--- config.mk ---
export PLATFORM = sky130hd
export DESIGN_NAME = spiker_result_fifo
export DESIGN_NICKNAME = d
export VERILOG_FILES = /design/src/rtl/spiker_result_fifo.sv
export SDC_FILE = /design/constraint.sdc
export NUM_CORES = 2
export LEC_CHECK = 0
export CAP_MARGIN = 20
export CORE_AREA = 2 2 643 645
export CTS_CLUSTER_SIZE = 10
export DETAILED_ROUTE_END_ITERATION = 8
export DIE_AREA = 0 0 645 647
export PLACE_DENSITY = 0.52
export SLEW_MARGIN = 20
export SYNTH_ARGS = -nofsm -noshare
export SYNTH_HDL_FRONTEND = slang
export SYNTH_SLANG_ARGS = --single-unit
--- constraint.sdc ---
create_clock -name clk_i -period 27.1 [get_ports clk_i]
set_input_delay 4.065 -clock clk_i [delete_from_list [all_inputs] [get_ports clk_i]]
set_output_delay 4.065 -clock clk_i [all_outputs]
set_load 0.01 [all_outputs]
--- src/rtl/spiker_result_fifo.sv ---
// spiker_result_fifo: decimating capture queue from the spiking core output to the result registers
//
// Ports:
//   clk_i, rst_ni     clock and asynchronous active-low reset
//   clear_i           synchronous flush of queue, decimation counter, overflow and timestamp counter
//   data_i, sample_i  spike vector and its one-cycle sample strobe
//   ready_i           core ready status, mirrored on status_ready_o
//   decim_i           store one of every decim_i+1 samples
//   irq_thresh_i      level interrupt threshold, 0 disables the interrupt
//   pop_i             consumes the head entry
//   writer_ready_o    queue not full
//   result_o          zero-padded head entry, all zeros when empty
//   valid_o, level_o  queue not empty, number of queued entries
//   overflow_o        sticky: a store was dropped because the queue was full
//   sample_event_o    one-cycle pulse after each successful store
//   irq_o             level interrupt
//   timestamp_o       capture cycle of the head entry
//
// Optional feature: define SPIKER_RESULT_TIMESTAMP_EN to keep a capture cycle stamp per entry;
// without it timestamp_o is tied to 0.
module spiker_result_fifo #(
  parameter int WIDTH      = 32,
  parameter int DATA_WIDTH = 800,
  parameter int N_REG      = 25,
  parameter int DEPTH      = 4,
  parameter int CNT_W      = 8
) (
  input  logic                        clk_i,
  input  logic                        rst_ni,
  input  logic                        clear_i,
  input  logic [DATA_WIDTH-1:0]       data_i,
  input  logic                        sample_i,
  input  logic                        ready_i,
  input  logic [CNT_W-1:0]            decim_i,
  input  logic [CNT_W-1:0]            irq_thresh_i,
  input  logic                        pop_i,
  output logic                        writer_ready_o,
  output logic                        status_ready_o,
  output logic [N_REG*WIDTH-1:0]      result_o,
  output logic                        valid_o,
  output logic [$clog2(DEPTH):0]      level_o,
  output logic                        overflow_o,
  output logic                        sample_event_o,
  output logic                        irq_o,
  output logic [31:0]                 timestamp_o
);
  localparam int AW = $clog2(DEPTH);
  localparam int LW = AW + 1;
  logic [LW-1:0]         wr_ptr, rd_ptr;
  logic [CNT_W-1:0]      dec_cnt;
  logic [DATA_WIDTH-1:0] mem [DEPTH];
  logic                  full, empty, store_try, do_pop, do_store;
  // pointers carry a wrap bit: equal means empty, differing only in the MSB means full
  assign empty     = wr_ptr == rd_ptr;
  assign full      = (wr_ptr ^ rd_ptr) == {1'b1, {AW{1'b0}}};
  // >= rather than == so a decim_i lowered below the running count fires on the next sample
  assign store_try = sample_i && (dec_cnt >= decim_i);
  assign do_pop    = !clear_i && pop_i && !empty;
  // a pop in the same cycle frees the slot the store needs
  assign do_store  = !clear_i && store_try && (!full || do_pop);
  assign writer_ready_o = !full;
  assign status_ready_o = ready_i;
  assign valid_o        = !empty;
  assign level_o        = wr_ptr - rd_ptr;
  assign irq_o          = (irq_thresh_i != '0) && (32'(level_o) >= 32'(irq_thresh_i));
  always_ff @(posedge clk_i or negedge rst_ni) begin
    if (!rst_ni) begin
      wr_ptr         <= '0;
      rd_ptr         <= '0;
      dec_cnt        <= '0;
      overflow_o     <= 1'b0;
      sample_event_o <= 1'b0;
    end else if (clear_i) begin
      wr_ptr         <= '0;
      rd_ptr         <= '0;
      dec_cnt        <= '0;
      overflow_o     <= 1'b0;
      sample_event_o <= 1'b0;
    end else begin
      if (sample_i) dec_cnt <= store_try ? '0 : dec_cnt + CNT_W'(1);
      if (do_store) wr_ptr <= wr_ptr + LW'(1);
      if (do_pop) rd_ptr <= rd_ptr + LW'(1);
      if (store_try && !do_store) overflow_o <= 1'b1;
      sample_event_o <= do_store;
    end
  end
  // storage has no reset: contents are only visible through valid pointers
  always_ff @(posedge clk_i) begin
    if (do_store) mem[wr_ptr[AW-1:0]] <= data_i;
  end
  always_comb begin
    result_o = '0;
    if (!empty) result_o[DATA_WIDTH-1:0] = mem[rd_ptr[AW-1:0]];
  end
`ifdef SPIKER_RESULT_TIMESTAMP_EN
  logic [31:0] ts_cnt;
  logic [31:0] ts_mem [DEPTH];
  always_ff @(posedge clk_i or negedge rst_ni) begin
    if (!rst_ni) ts_cnt <= '0;
    else ts_cnt <= clear_i ? '0 : ts_cnt + 32'd1;
  end
  always_ff @(posedge clk_i) begin
    if (do_store) ts_mem[wr_ptr[AW-1:0]] <= ts_cnt;
  end
  assign timestamp_o = empty ? '0 : ts_mem[rd_ptr[AW-1:0]];
`else
  assign timestamp_o = '0;
`endif
endmodule
Word level (Yosys, flattened, before mapping)
Memories as Yosys holds them, arrays and structs flattened.
Index checks and enable logic that the tools add are counted.
Cells by class
  $add $sub $neg: 4
  magnitude comparators: 2
  eq/ne operators: 2
  muxes and demuxes: 13
  bitwise operators: 1
  reductions and logical operators: 17
Operators with widths (count)
  $mux W800: 1
  $mux W8: 3
  $mux W3: 4
  $add A8 B1 Y8 const B: 1
  $ge A3 B8 Y1: 1
  $ge A8 B8 Y1: 1
  $reduce_bool A2 Y1: 4
  $reduce_bool A8 Y1: 1
  $logic_and A1 B1 Y1: 7
  $add A3 B1 Y3 const B: 2
  $mux W1: 5
  $logic_not A1 Y1: 4
  $eq A3 B3 Y1: 1
  $eq A3 B3 Y1 const B: 1
  $sub A3 B3 Y3: 1
  $xor A3 B3 Y3: 1
  $logic_or A1 B1 Y1: 1
Storage, ports and cells
  register bits after elaboration: 16
  RAM bits: 3200
  input port bits: 822
  output and inout bits: 841
  logic and storage cells: 45
  memories: 1
Memory list
  mem: depth 4, bits a word 800, read ports 1, clocked after Yosys merged registers in 0, wr ports 1, line 51  | logic [DATA_WIDTH-1:0] mem [DEPTH];

Logic depth before layout (Yosys ltp)
  depth in word-level cells: 9
  depth in mapped cells: 10
  gate-level depth less buffers: 8

Worst setup path after synthesis
Ideal clock, no wire load.
  path type: in2reg
  start: input port decim_i[4]
  end: memory mem[2][0] (enable)
  library setup time: 1.274 ns
  data arrival time: 23.288 ns
  required time: 25.826 ns
  setup slack: 2.537 ns
  stages on the path: 7
  buffers on the path: 0
  cell sequence: inv_1 > ha_1 > o211a_1 > a211oi_1 > o31a_2 > nor3_1 > and2_1
Between the ends
  longest elaborated chain between the ends: 6
RTL lines
  from (decl): line 34  | input logic [CNT_W-1:0] decim_i,
  $ge A8 B8 Y1: line 57  | assign store_try = sample_i && (dec_cnt >= decim_i);
  $logic_and A1 B1 Y1: line 57
  $logic_and A1 B1 Y1 (2 in a row): line 60  | assign do_store = !clear_i && store_try && (!full || do_pop);
  $mux W1: line 89  | if (do_store) mem[wr_ptr[AW-1:0]] <= data_i;
  $mux W1 (implied by the code): line 89
  to (decl): line 51
No other way between the ends.

Final worst setup path
  start: register rd_ptr[0]
  end: output port result_o[513]
Between the ends
  longest elaborated chain between the ends: 2
  elaborated cells on any way between the ends: 3
  those cells by class: 1 x eq/ne; 1 x mux; 1 x memory
RTL lines
  from (decl): line 49  | logic [LW-1:0] wr_ptr, rd_ptr;
  from (signal assigned): line 82  | if (do_pop) rd_ptr <= rd_ptr + LW'(1);
  $mem_v2 Z4 W800 / $eq A3 B3 Y1 (equally long branches)
  $mux W800 (*): line 93  | if (!empty) result_o[DATA_WIDTH-1:0] = mem[rd_ptr[AW-1:0]];
  to (decl): line 39  | output logic [N_REG*WIDTH-1:0] result_o,
Mark *: on every way between the ends. The rest lies on a longest branch, timed or not.

==> metrics list <==
* Total GRT Usage: 18.5%
* Commonest register cell after synthesis: sky130_fd_sc_hd__edfxtp_1
- Summing the areas of all compound-gate instances in the mapped netlist gives 0.150% of the synthesized area.
* Worst Setup End Kind: output port
- Yosys mapped a number of flops with a built-in enable equal to 3200.
* Start-to-end type of the worst setup path: flip-flop to output port
- Area leader, netlist: sky130_fd_sc_hd__edfxtp_1
- Buffers from clock root to sink, at most: 4
* Layout cell share with drive strength beyond 1: a little under a fifth
* Die area: 417000 um^2
- Total Negative Setup Slacks: 0 ps
- Of the total power, the clock network draws approximately 44%.
- In this run, post-CTS repair resized a total of 0 instances.
- The core region is around 410000 um^2.
* Combinational family with the most area after synthesis: multiplexers
* Total setup violations reported at the end of the flow: 0
* Cell Rows: about 240
- Die height: ~650 um
- Capture point of the worst reg-to-reg path: mem[0][126]
- Count of cells along the worst hold path: 2
* Net count reported at finish: a little under 8000
- Compared with the post-synthesis result, the final layout area differs by 27.4%.
* Total power consumption of the routed design: between 10 and 15 mW
* Worst slew margin: a little under a quarter
* Adder-cell share of the synthesized area: 0.212%
- Cell chosen for the clock root: sky130_fd_sc_hd__clkbuf_16
* Reg power frac: a little over half
* Synth Register Bits: ~3200
- For the finished layout, the period the worst path requires is 11160 ps.
- Setup repair bufs after CTS: 0
- Launching element type of the critical path: flip-flop
* Async set-reset flop share out of synthesis: 0.498%
- Top cell type's share of synthesized area: 78.9%
- Multi-input logic area: 24000 um^2
* CTS HTree Levels: 5
* Total of max-cap violations: 0
* Insertion delay to the later sink of the worst-skew pair: ~920 ps
- Source of the worst register-to-register timing path: rd_ptr[1]
* Static Leakage: roughly 47 nW
- Along the worst path, the maximum fanout reaches 42.
- STA puts the critical path data required time at 23030 ps.
- Sequential fraction of the synthesis area: about four fifths
- Setup repair after global routing missed its margin: false
* Commonest cells post-synth: 3200 x sky130_fd_sc_hd__edfxtp_1, 804 x sky130_fd_sc_hd__and2_1, 800 x sky130_fd_sc_hd__mux4_2, 162 x sky130_fd_sc_hd__clkbuf_1, 85 x sky130_fd_sc_hd__buf_2
- Number of antenna violations at the first check in global routing: around 250
- Final period utilization: about 41%
- Power density relative to cell area: approximately 65 nW/um^2
- Final routed wirelength across all metal layers: a little under 400000 um
- Worst Hold Launch: overflow_o
- Slew @ Worst Pin: between 1000 and 1500 ps
- Slew Viols, Final: 0
- Vias post-DR: 61300
- In this run switching power makes up 19.9% of total power.
- Dividing the detail-routed wire length by the instance count gives 31.2 um.
* Highest-delay cell along the critical path: sky130_fd_sc_hd__dfrtp_4
- In this run, placement finished with an instance count of 12200.
- The cell area that synthesis handed to floorplanning was between 100000 and 150000 um^2.
- Gpl congestion: 0.883
* Yosys Warn Count: 0
* Number of hold violations in the final report: 0
- By instance count, the leading cell after synthesis is sky130_fd_sc_hd__edfxtp_1.
- Die Wd: around 650 um
- WP buf/inv: 6
- Clock transition time at the flip-flop clock pins of the worst setup and hold paths: approximately 60 ps
- Summed over all nets, the half-perimeter wirelength after detailed placement is around 280000 um.
- Sorting the synthesized cells by area gives the leading types as sky130_fd_sc_hd__edfxtp_1 79%, sky130_fd_sc_hd__mux4_2 15%, sky130_fd_sc_hd__and2_1 4.1%.
* Routed via count divided by cell count: a little under 5
- In this run, the number of DRC markers left after iteration 0 of detailed routing was 5117.
- Crit-path cells: buf_4 > buf_4 > buf_4 > buf_4 > buf_4 > mux4_2 > and2_1 > clkdlybuf4s50_1
- Post-Route Utilization: between 30 and 40%
- Boundary Pins: around 1700
- Fill cell instance count of the final layout: about 37000
- Peak Freq: ~90 MHz
- XOR/XNOR share of the synthesized area: 0.0360%
- Mux share of post-synthesis cell area: between 10% and 20%
- Synth Area per Inst: 23.2 um^2
- In this run the tool buffered the top-level ports with 1628 buffer cells.
* Clock tree from TritonCTS: built
- Simple logic cell fraction of the synthesized area: 4.37%
- Worst vdd rail ir drop: between 0.05 and 0.06 mV
* Delay-heaviest family, CP: buffers and inverters
* Routed Antenna Nets: 0
- Largest stage delay, worst path: about 1000 ps
- Crit-path most repeated cell: sky130_fd_sc_hd__buf_4
- Total CTS buffers: between 300 and 400
* Data arrival time of the worst path: 7100 ps
- After global routing the overflow that remains totals 0.
* Post-layout instance count excluding filler cells: approximately 13000
- CTS sink count: between 3000 and 4000
- In the final layout, flip-flops and latches occupy roughly 97000 um^2.
- The flow ran to the end, and the final reports show no timing, DRC or antenna violations.
- Synthesis produced between 5000 and 6000 cells.
- Reg-to-reg setup timing slack: about 20000 ps
- The first global-routing pass estimated roughly 540000 um of wire.
- Number of global-route vias before repair: roughly 63000
- The worst register-to-register path has a depth of 11.
* Net switching power of the design: between 2 and 2.5 mW
- Endpoint of the worst hold path: overflow_o
- Before antenna repair, the detailed router went through 7 iterations.
- After detailed routing, the number of remaining DRC violations is 0.
- Netlist cell types: 39
- For this configuration, the core starts out at a cell density of between 20% and 30%.
- Proportion of power drawn by combinational gates: around 2.3%
- Buffers inserted to repair hold after CTS numbered 0.
- Largest clock skew in the final design: around 50 ps
* Worst min-delay path class: flip-flop to flip-flop
- Internal power comes to about 8.1 mW.
- Maximum number of pins on one net before global-route repair: between 100 and 150
## tightest hold or removal path, stage by stage (launching register included)
cell	delay (ps)
sky130_fd_sc_hd__dfrtp_1	390
sky130_fd_sc_hd__inv_1	60
sky130_fd_sc_hd__a21oi_1	50
## metal layers
metal	vias up	global-route usage (%)	part of all wire, %
met1	32700	21.9	38
met3	905	6.12	8.2
li1	25200	-	-
met2	2336	31.0	49
met4	132	7.48	4.5
met5	-	0	0.21
## metrics by stage
step | worst slack, ps | hold WS, ps | area (um^2)
after detailed placement | 16550 | 523 | 145000
after floorplan | 2540 | 544 | 122000
after global placement | 16590 | 511 | 145000
after global routing | 15100 | 556 | 155000
after CTS | 15510 | 537 | 155000
final | 15940 | 533 | 155000
## kinds of logic after synthesis
group,count (synthesis)
xor+xnor,5
fa+ha+maj,20
compound gates,28
flops,3216
other cells,1
mux,802
buf+inv,321
simple gates,859
## state kept, by name, indices dropped and copies added, names as in the netlist
register        count
mem              3200
dec_cnt             8
rd_ptr              3
wr_ptr              3
overflow_o          1
sample_event_o      1
## placed cells by master, fill, tap and decap left out, types with 4 or more instances in the layout
master,instances
sky130_fd_sc_hd__edfxtp_1,3200
sky130_fd_sc_hd__clkdlybuf4s50_1,1628
sky130_fd_sc_hd__mux4_2,800
sky130_fd_sc_hd__and2_1,800
sky130_fd_sc_hd__clkbuf_16,378
sky130_fd_sc_hd__clkbuf_1,76
sky130_fd_sc_hd__buf_4,73
sky130_fd_sc_hd__diode_2,51
sky130_fd_sc_hd__conb_1,32
sky130_fd_sc_hd__clkinv_1,21
sky130_fd_sc_hd__ha_1,19
sky130_fd_sc_hd__nand3_1,17
sky130_fd_sc_hd__inv_1,16
sky130_fd_sc_hd__dfrtp_1,14
sky130_fd_sc_hd__buf_12,14
sky130_fd_sc_hd__a21oi_1,13
sky130_fd_sc_hd__nor2b_1,8
sky130_fd_sc_hd__nor2_1,8
sky130_fd_sc_hd__clkinv_16,7
sky130_fd_sc_hd__inv_6,7
sky130_fd_sc_hd__clkinv_2,7
sky130_fd_sc_hd__nand2_1,6
sky130_fd_sc_hd__clkinv_8,6
sky130_fd_sc_hd__nand2b_1,5
sky130_fd_sc_hd__a31oi_1,5
sky130_fd_sc_hd__inv_16,5
sky130_fd_sc_hd__and2_4,4
## power by group through the flow
stage	combinational (mW)	clock [mW]	sequential [mW]
floorplan	0.0383	0	5.58
CTS	0.238	4.57	5.47
finish	0.238	4.44	5.47
global placement	0.227	0	5.57
detailed placement	0.237	0	5.57
global route	0.253	4.76	5.47
## layout make-up
type | instances | share of cell area, %
multi-input combinational | 1746 | 15.5
inverter | 16 | 0.0387
clock buffer | 455 | 6.29
sequential | 3216 | 62.2
tap | 5474 | 4.42
clock inverter | 54 | 0.395
timing repair buffer | 1720 | 11.1
antenna | 51 | 0.0823
## worst max-delay path by stage
stage               startpoint       endpoint  slack [ps]  cells past startpoint
global placement     rd_ptr[0]  result_o[513]       16590                      8
floorplan           decim_i[4]      mem[2][0]        2540                      7
global route         rd_ptr[0]  result_o[501]       15100                      8
detailed placement   rd_ptr[0]  result_o[518]       16550                      8
finish               rd_ptr[0]  result_o[513]       15940                      8
CTS                  rd_ptr[0]  result_o[518]       15510                      8
Power figures use the tool's default switching activity.
